**config.mk**
```make
export PLATFORM = sky130hd
export DESIGN_NAME = bpsk_modulator
export DESIGN_NICKNAME = d
export VERILOG_FILES = /design/src/rtl/bpsk_modulator.sv
export SDC_FILE = /design/constraint.sdc
export NUM_CORES = 1
export LEC_CHECK = 0
export BUFFER_PORTS_ARGS = -buffer_cell sky130_fd_sc_hd__buf_2
export CORE_ASPECT_RATIO = 0.75
export CORE_MARGIN = 1.5
export CORE_UTILIZATION = 50
export CTS_BUF_LIST = sky130_fd_sc_hd__clkbuf_8 sky130_fd_sc_hd__clkbuf_16
export DETAILED_ROUTE_END_ITERATION = 6
export MAX_ROUTING_LAYER = met4
export PLACE_DENSITY = 0.69
export REMOVE_ABC_BUFFERS = 1
export SLEW_MARGIN = 20
export SYNTH_ARGS = -nofsm -noshare
export SYNTH_HDL_FRONTEND = slang
export SYNTH_SLANG_ARGS = --single-unit
```
**constraint.sdc**
```tcl
create_clock -name sys_clk -period 3.1 [get_ports sys_clk]
set_clock_uncertainty 0.05 [all_clocks]
set_input_delay 0.31 -clock sys_clk [delete_from_list [all_inputs] [get_ports sys_clk]]
set_output_delay 0.31 -clock sys_clk [all_outputs]
set_load 0.03 [all_outputs]
```
**src/rtl/bpsk_modulator.sv**
```systemverilog
// -----------------------------------------------------------------------------
// bpsk_modulator
//   BPSK transmitter. Bytes arrive over a valid/ready handshake into a one-deep
//   holding register and are serialised MSB first. Each bit keys the sign of an
//   NCO sine carrier: bit 1 sends +sin and bit 0 sends -sin. The signed sample
//   is also provided as offset binary for an 8-bit DAC.
//
// Parameters
//   SAMPLES_PER_SYM  clocks per symbol (>= 2)
//   AMP              peak sine amplitude (1..127)
//
// Ports
//   sys_clk     in   clock, all logic on the rising edge
//   sys_rst_n   in   asynchronous active-low reset
//   fcw         in   32-bit carrier phase increment per clock
//   tx_en       in   enables accepting and starting bytes
//   byte_data   in   byte to send (MSB first)
//   byte_valid  in   byte_data valid
//   byte_ready  out  holding register can take a byte
//   busy        out  a byte is being sent
//   sym_strobe  out  one-cycle pulse on the first cycle of each symbol
//   bit_out     out  bit currently being sent
//   mod_out     out  signed modulated sample, -AMP..+AMP
//   da_data     out  mod_out + 128 (offset binary)
// -----------------------------------------------------------------------------
module bpsk_modulator #(
    parameter int SAMPLES_PER_SYM = 32,
    parameter int AMP             = 127
) (
    input  logic        sys_clk,
    input  logic        sys_rst_n,
    input  logic [31:0] fcw,
    input  logic        tx_en,
    input  logic [7:0]  byte_data,
    input  logic        byte_valid,
    output logic        byte_ready,
    output logic        busy,
    output logic        sym_strobe,
    output logic        bit_out,
    output logic [7:0]  mod_out,
    output logic [7:0]  da_data
);

    localparam int CNT_W = (SAMPLES_PER_SYM > 2) ? $clog2(SAMPLES_PER_SYM) : 1;
    localparam logic [CNT_W-1:0] SYM_LAST = CNT_W'(SAMPLES_PER_SYM - 1);
    localparam real TWO_PI = 6.283185307179586;

    typedef enum logic {IDLE, SEND} state_t;

    // Taylor series for sin(x), accurate far beyond 8-bit resolution on [0, pi/2].
    function automatic real sin_poly(input real x);
        real term;
        real sum;
        term = x;
        sum  = x;
        for (int n = 1; n <= 9; n++) begin
            term = -term * x * x / real'((2 * n) * (2 * n + 1));
            sum  = sum + term;
        end
        return sin_poly_ret(sum);
    endfunction

    function automatic real sin_poly_ret(input real v);
        return v;
    endfunction

    // Round half away from zero; argument is never negative here.
    function automatic int round_pos(input real v);
        return $rtoi(v + 0.5);
    endfunction

    // Entry k = round(AMP*sin(2*pi*k/256)), built from the first quadrant by
    // symmetry so the zero crossings and peaks are exact.
    function automatic int sine_entry(input int k);
        int q;
        int r;
        q = k % 128;
        if (q > 64) q = 128 - q;
        r = round_pos(real'(AMP) * sin_poly(TWO_PI * real'(q) / 256.0));
        return (k >= 128) ? -r : r;
    endfunction

    logic signed [7:0] sin_lut [256];

    for (genvar k = 0; k < 256; k++) begin : g_lut
        localparam int V = sine_entry(k);
        assign sin_lut[k] = 8'(V);
    end

    state_t            state_q, state_d;
    logic [31:0]       acc_q, acc_d;
    logic signed [7:0] sin_q, sin_d;
    logic              act_q, act_d;
    logic              bit_dly_q, bit_dly_d;
    logic signed [7:0] mod_q, mod_d;
    logic [7:0]        hold_q, hold_d;
    logic              hold_full_q, hold_full_d;
    logic [7:0]        shreg_q, shreg_d;
    logic [2:0]        bit_idx_q, bit_idx_d;
    logic [CNT_W-1:0]  sym_cnt_q, sym_cnt_d;
    logic              strobe_q, strobe_d;
    logic              rdy_en_q, rdy_en_d;
    logic              load;

    // Keeps byte_ready low while reset is held and for the first edge after.
    assign byte_ready = tx_en & ~hold_full_q & rdy_en_q;
    assign busy       = (state_q == SEND);
    assign sym_strobe = strobe_q;
    assign bit_out    = shreg_q[7];
    assign mod_out    = mod_q;
    // Adding 128 to an 8-bit two's-complement value is just an MSB flip.
    assign da_data    = {~mod_q[7], mod_q[6:0]};

    always_comb begin
        rdy_en_d  = 1'b1;
        acc_d     = acc_q + fcw;
        // Stage 1: LUT lookup, with symbol activity and bit delayed to match.
        sin_d     = sin_lut[acc_q[31:24]];
        act_d     = busy;
        bit_dly_d = bit_out;
        // Stage 2: sign keying; -sin_q cannot overflow since |sin_q| <= 127.
        mod_d     = act_q ? (bit_dly_q ? sin_q : -sin_q) : 8'sd0;
    end

    always_comb begin
        state_d     = state_q;
        hold_d      = hold_q;
        hold_full_d = hold_full_q;
        shreg_d     = shreg_q;
        bit_idx_d   = bit_idx_q;
        sym_cnt_d   = sym_cnt_q;
        strobe_d    = 1'b0;
        load        = 1'b0;

        if (byte_valid && byte_ready) begin
            hold_d      = byte_data;
            hold_full_d = 1'b1;
        end

        case (state_q)
            IDLE: begin
                if (hold_full_q && tx_en) load = 1'b1;
            end
            SEND: begin
                if (sym_cnt_q == SYM_LAST) begin
                    if (bit_idx_q != 3'd0) begin
                        bit_idx_d = bit_idx_q - 3'd1;
                        shreg_d   = {shreg_q[6:0], 1'b0};
                        sym_cnt_d = '0;
                        strobe_d  = 1'b1;
                    end else if (hold_full_q && tx_en) begin
                        load = 1'b1;
                    end else begin
                        state_d   = IDLE;
                        sym_cnt_d = '0;
                    end
                end else begin
                    sym_cnt_d = sym_cnt_q + CNT_W'(1);
                end
            end
            default: state_d = IDLE;
        endcase

        // byte_ready is low while hold_full, so a load never meets an accept.
        if (load) begin
            state_d     = SEND;
            shreg_d     = hold_q;
            hold_full_d = 1'b0;
            bit_idx_d   = 3'd7;
            sym_cnt_d   = '0;
            strobe_d    = 1'b1;
        end
    end

    always_ff @(posedge sys_clk or negedge sys_rst_n) begin
        if (!sys_rst_n) begin
            state_q     <= IDLE;
            acc_q       <= '0;
            sin_q       <= '0;
            act_q       <= 1'b0;
            bit_dly_q   <= 1'b0;
            mod_q       <= '0;
            hold_q      <= '0;
            hold_full_q <= 1'b0;
            shreg_q     <= '0;
            bit_idx_q   <= '0;
            sym_cnt_q   <= '0;
            strobe_q    <= 1'b0;
            rdy_en_q    <= 1'b0;
        end else begin
            state_q     <= state_d;
            acc_q       <= acc_d;
            sin_q       <= sin_d;
            act_q       <= act_d;
            bit_dly_q   <= bit_dly_d;
            mod_q       <= mod_d;
            hold_q      <= hold_d;
            hold_full_q <= hold_full_d;
            shreg_q     <= shreg_d;
            bit_idx_q   <= bit_idx_d;
            sym_cnt_q   <= sym_cnt_d;
            strobe_q    <= strobe_d;
            rdy_en_q    <= rdy_en_d;
        end
    end

endmodule

```
Word level (Yosys, flattened, before mapping)
Memory sizes are Yosys's and may differ from the RTL's. A register that Yosys moved wholly into a read port is not among the register bits.
Cells that the tools add are included.
- logic and storage cells: 64
- bits in read-only memories: 2048
- flip-flop bits (word level): 70
- memories kept: 1
- memory list (memory ; depth ; bits a word ; read ports ; clocked after Yosys merged registers in ; write ports ; line ; text):
    (no name shown) ; 256 ; 8 ; 1 ; 1 ; 0 ; 118 ; sin_d = sin_lut[acc_q[31:24]];
- multiplexer cells: 29
- eq/ne operators: 2
- reduce and logical (&&, ||, !) cells: 10
- add/sub/neg operators: 4
- bitwise gates (word level): 6
- operator list (operator ; count):
    two-way mux 8 bit ; 6
    adder 32 bit ; 1
    two-way mux 5 bit ; 5
    two-way mux 1 bit ; 13
    two-way mux 3 bit ; 4
    inverter 8 -> 9 bit ; 1
    negator 8 bit ; 1
    nonzero test 2 bit ; 4
    adder 5 x 1 -> 5 bit, second input constant ; 1
    == test 5 bit, second input constant ; 1
    inequality test 4 x 3 -> 1 bit, second input constant ; 1
    inverter 1 bit ; 3
    AND reduction 3 bit ; 1
    nonzero test 3 bit ; 1
    subtractor 3 x 1 -> 3 bit, second input constant ; 1
    AND 1 bit ; 2
    logical AND 1 bit ; 2
    case mux 1 bit (2 select lines) ; 1
    AND reduction 2 bit ; 1
    logical NOT 1 bit ; 1

Depth between registers and ports, before layout
- depth in word-level cells: 7
- gate-level depth with buffers: 12
- gate-level depth less buffers: 10

Least setup slack after synthesis
OpenSTA, ideal clock, no wires.
- path type: register -> register
- start point: register acc_q[25]
- end point: register sin_q[2]
- clock period less this slack: 2.749 ns
- path buffers: 2
- cell stages (with the launch flop): 10
- arrival time: 2.561 ns
- slack: 0.351 ns
- required time: 2.912 ns
- cell sequence: dfrtp_1 clkbuf_1 inv_1 ha_1 clkbuf_1 inv_1 mux4_2 mux4_2 nand2_1 o21ai_0
- longest elaborated chain between the ends: 1
- ends and longest elaborated chain (what ; line ; text):
    start: declaration ; 91 ; logic [31:0] acc_q, acc_d;
    start signal: assignment ; 178 ; acc_q <= '0;
    start signal: assignment ; 192 ; acc_q <= acc_d;
    inverter 8 -> 9 bit (implied by the code) ; 118 ;
    end: declaration ; 92 ; logic signed [7:0] sin_q, sin_d;
No other way between the ends.
A chain may end at the register's enable or synchronous reset.

Worst setup path after layout
- start point: register acc_q[0]
- end point: register acc_q[26]
- longest elaborated chain between the ends: 1
- ends and longest elaborated chain (what ; line ; text):
    adder 32 bit ; 116 ; acc_d = acc_q + fcw;
    named net acc_d[26] ; 91 ;
The timed path passes the listed nets, and every way through them passes these cells.

==> impl_metrics.yaml <==
status:
  status: "finished, violations left"
  violations: "negative hold slack"
sta:
  rsz0062_at_grt: "no"
  period_needed_ns: 2.87
  fmax_ghz: 0.348
  whs_ns: -0.0478
  finalSetupTns_ns: 0
  hold_viol_final: 78
  tightest_slew_ns: 0.796
  final.period_utilization: 0.927
  slew_headroom: 0.469
  setup_viol: 0
  slew_violations: 0
floorplanning:
  dieWidth_um: 131
  num_io_pins: 64
  dieArea_um2: 12900
  fp.dieH_um: 98.8
  start_util: 0.519
  std_cell_rows: 34
  core_um2: 11800
cts:
  cts_made_buffers: 9
  clk_latency_ns: 0.33
  cts.sinks: 78
  cts_resized: 0
  cts_tree: "yes"
  clockRootBuffer: "clkbuf_16"
  path_clk_slew_ns: 0.06
  post_cts_buffers: 0
  postCtsHoldBufs: 0
  clock_path_buffers: 2
  htreeDepth: 3
setup_path:
  critPathArrivalTime_ns: 3.08
  path_buf_inv: 0
  slowest_delay_ns: 0.42
  endpoint_kind: "flip-flop"
  slowest_stage: "a221o_2"
  crit_family: "compound AO/OA/AOI/OAI gates"
  worstPathCellList: "ha_1 -> fa_1 -> a21oi_1 -> o21ai_1 -> a221o_2 -> a211o_4 -> nor3_4 -> nor2_1 -> a211oi_2 -> xnor2_1"
  path_max_fanout: 5
  critPathKind: "flip-flop to flip-flop"
  required_ns: 3.30
  cp-start-kind: "flip-flop"
synthesis:
  synth_async_sr_flop_share: 1.00
  ys_warn_count: 0
  syn_avg_cell_area_um2: 8.18
  synth_edf_count: 0
  synth_ff_type: "dfrtp_1"
  synth_top_family_by_area: "compound AO/OA/AOI/OAI gates"
  synth.area.mux_share: 0.0290
  yosys.area_share.simple: 0.167
  synth_xor_area_frac: 0.0529
  netlist_area_um2: 6120
  synth_compound_area_frac: 0.276
  synthAdderAreaFrac: 0.101
  netlist_instances: 748
  yosysUniqueCellTypes: 70
  ys_seq_area_frac: 0.319
  synth-seq-cells: 78
routing:
  drtIter0Drc: 476
  routed_via_density: 6.05
  drc: 0
  routedWlPerCell_um: 16.9
  dr_total_vias: 5727
  drtPass1Iterations: 5
  wirelength_um: 16000
  ant_nets: 0
global_route:
  grt-ovfl-total: 0
  grtUsageTotal: 0.263
  grt_pass1_wl_um: 26400
  grt_max_degree: 79
  first_global_vias: 5345
  antenna_found_initial: 0
layout:
  area_growth_pct: 11.5
  most-common-layout-cells: "92 x nand2_1, 81 x a21oi_1, 77 x dfrtp_1"
  layout_commonest_cell: "nand2_1"
  fin_nets: 874
  fin_util: 0.579
  finalInstanceArea_um2: 6830
  num_antenna_cells: 0
  layout-drive-gt1-share: 0.150
power_and_ir_drop:
  p_leak_nw: 3.11
  ir_drop_uv: 505
  p_per_area_nw_per_um2: 1210
place:
  finalWeightedCongestion: 0.967
  port_buffers: 63
  dpl_cell_area_um2: 6540
  dp_hpwl_um: 11600
min_path:
  holdCritPathClass: "input port to asynchronous set/reset pin"
run:
  cap_violations: 0
[metal layers]
metal | vias up | GRT usage | share of wire
met5 | - | - | 0
li1 | 2769 | - | -
met3 | 28 | 0.0407 | 0.077
met1 | 2675 | 0.392 | 0.48
met2 | 255 | 0.374 | 0.43
met4 | 0 | 0.0634 | 0.012
[cell families after synthesis]
kind of cell / Yosys count
compound gates: 262
simple gates: 227
buf+inv: 81
flops: 78
fa+ha+maj: 49
xor+xnor: 37
mux: 13
other cells: 1
[sequential cells by signal, summed over array words and instances, names as in the netlist, 3 cells and up]
name and cells:
acc_q 32, hold_q 8, mod_out 8, shreg_q 8, sin_q 8, sym_cnt_q 5
bit_idx_q 3
[area by class of cell]
cell class | instances | area (µm²)
clock buffers | 9 | 225
clock inverters | 6 | 63.8
fillers | 1082 | 4960
inverters | 26 | 97.6
multi-input cells | 589 | 3830
flip-flops and latches | 78 | 1950
well taps | 162 | 203
repair buffers | 77 | 452
[worst register-to-register path, delay by kind of cell, from the launching register on]
kind / cells / cell delay, ns
AO/OA/AOI/OAI: 5 / 1.36
XOR/XNOR: 1 / 0.14
adder cells (fa/ha/maj): 2 / 0.62
flip-flops: 1 / 0.37
AND/OR/NAND/NOR: 2 / 0.24
[report_power, final]
part / leakage (nW) / internal, mW / switching, mW
Combinational: 2.03 / 2.14 / 3.47
Clock: 0.137 / 0.617 / 0.419
Sequential: 0.941 / 1.38 / 0.252
[through the flow]
| stage | worst slack [ns] | cells | hold slack, ns | power [mW] |
|---|---|---|---|---|
| 2_1_floorplan | -0.174 | 693 | -0.0356 | 5.62 |
| 3_3_place_gp | 0.252 | 932 | 0.350 | 7.02 |
| 3_5_place_dp | 0.182 | 932 | 0.343 | 7.12 |
| 4_1_cts | 0.226 | 947 | 0.128 | 8.19 |
| 5_1_grt | 0.0617 | 947 | 0.0305 | 8.97 |
| 6_report | 0.227 | 947 | -0.0478 | 8.29 |
[cells in the mapped netlist, drive strengths merged (3+ instances only)]
| cell type | instances | area (µm²) |
|---|---|---|
| nor2b | 5 | 31.3 |
| a211oi | 20 | 155 |
| nor4 | 5 | 37.5 |
| dfrtp | 78 | 1950 |
| nor3 | 14 | 81.3 |
| a21o | 16 | 123 |
| clkbuf | 35 | 131 |
| a211o | 4 | 43.8 |
| a21oi | 83 | 423 |
| nand3 | 14 | 70.1 |
| mux2 | 8 | 90.1 |
| nor2 | 65 | 244 |
| o211ai | 9 | 67.6 |
| inv | 25 | 93.8 |
| o21ai | 60 | 304 |
| a21boi | 4 | 30.0 |
| a31oi | 5 | 31.3 |
| a221oi | 4 | 35.0 |
| nand4 | 3 | 18.8 |
| xor2 | 16 | 140 |
| o21bai | 4 | 30.0 |
| o32ai | 3 | 26.3 |
| xnor2 | 21 | 184 |
| a311oi | 7 | 61.3 |
| and2 | 6 | 37.5 |
| buf | 20 | 106 |
| o21a | 3 | 22.5 |
| and3 | 8 | 50.1 |
| a22oi | 8 | 60.1 |
| nand2 | 92 | 345 |
| nand2b | 5 | 31.3 |
| or3 | 4 | 25.0 |
| o31ai | 4 | 30.0 |
| mux4 | 3 | 67.6 |
| ha | 48 | 601 |
| o22ai | 7 | 43.8 |
[path summary, 6_finish.rpt]
path                                        start                    end  slack, ns  cells past startpoint
setup / recovery               acc_q[0]$_DFF_PN0_    acc_q[26]$_DFF_PN0_       0.23                     10
hold / removal                          sys_rst_n  hold_q[1]$_DFFE_PN0P_      -0.05                      1
setup reg to reg               acc_q[0]$_DFF_PN0_    acc_q[26]$_DFF_PN0_       0.23                     10
hold reg to reg            shreg_q[7]$_DFFE_PN0P_    bit_dly_q$_DFF_PN0_       0.36                      0
max in group asynchronous               sys_rst_n    acc_q[27]$_DFF_PN0_       2.54                      1
min in group sys_clk                 byte_data[1]  hold_q[1]$_DFFE_PN0P_       0.16                      2
No activity file was read; power rests on OpenSTA's default activity.
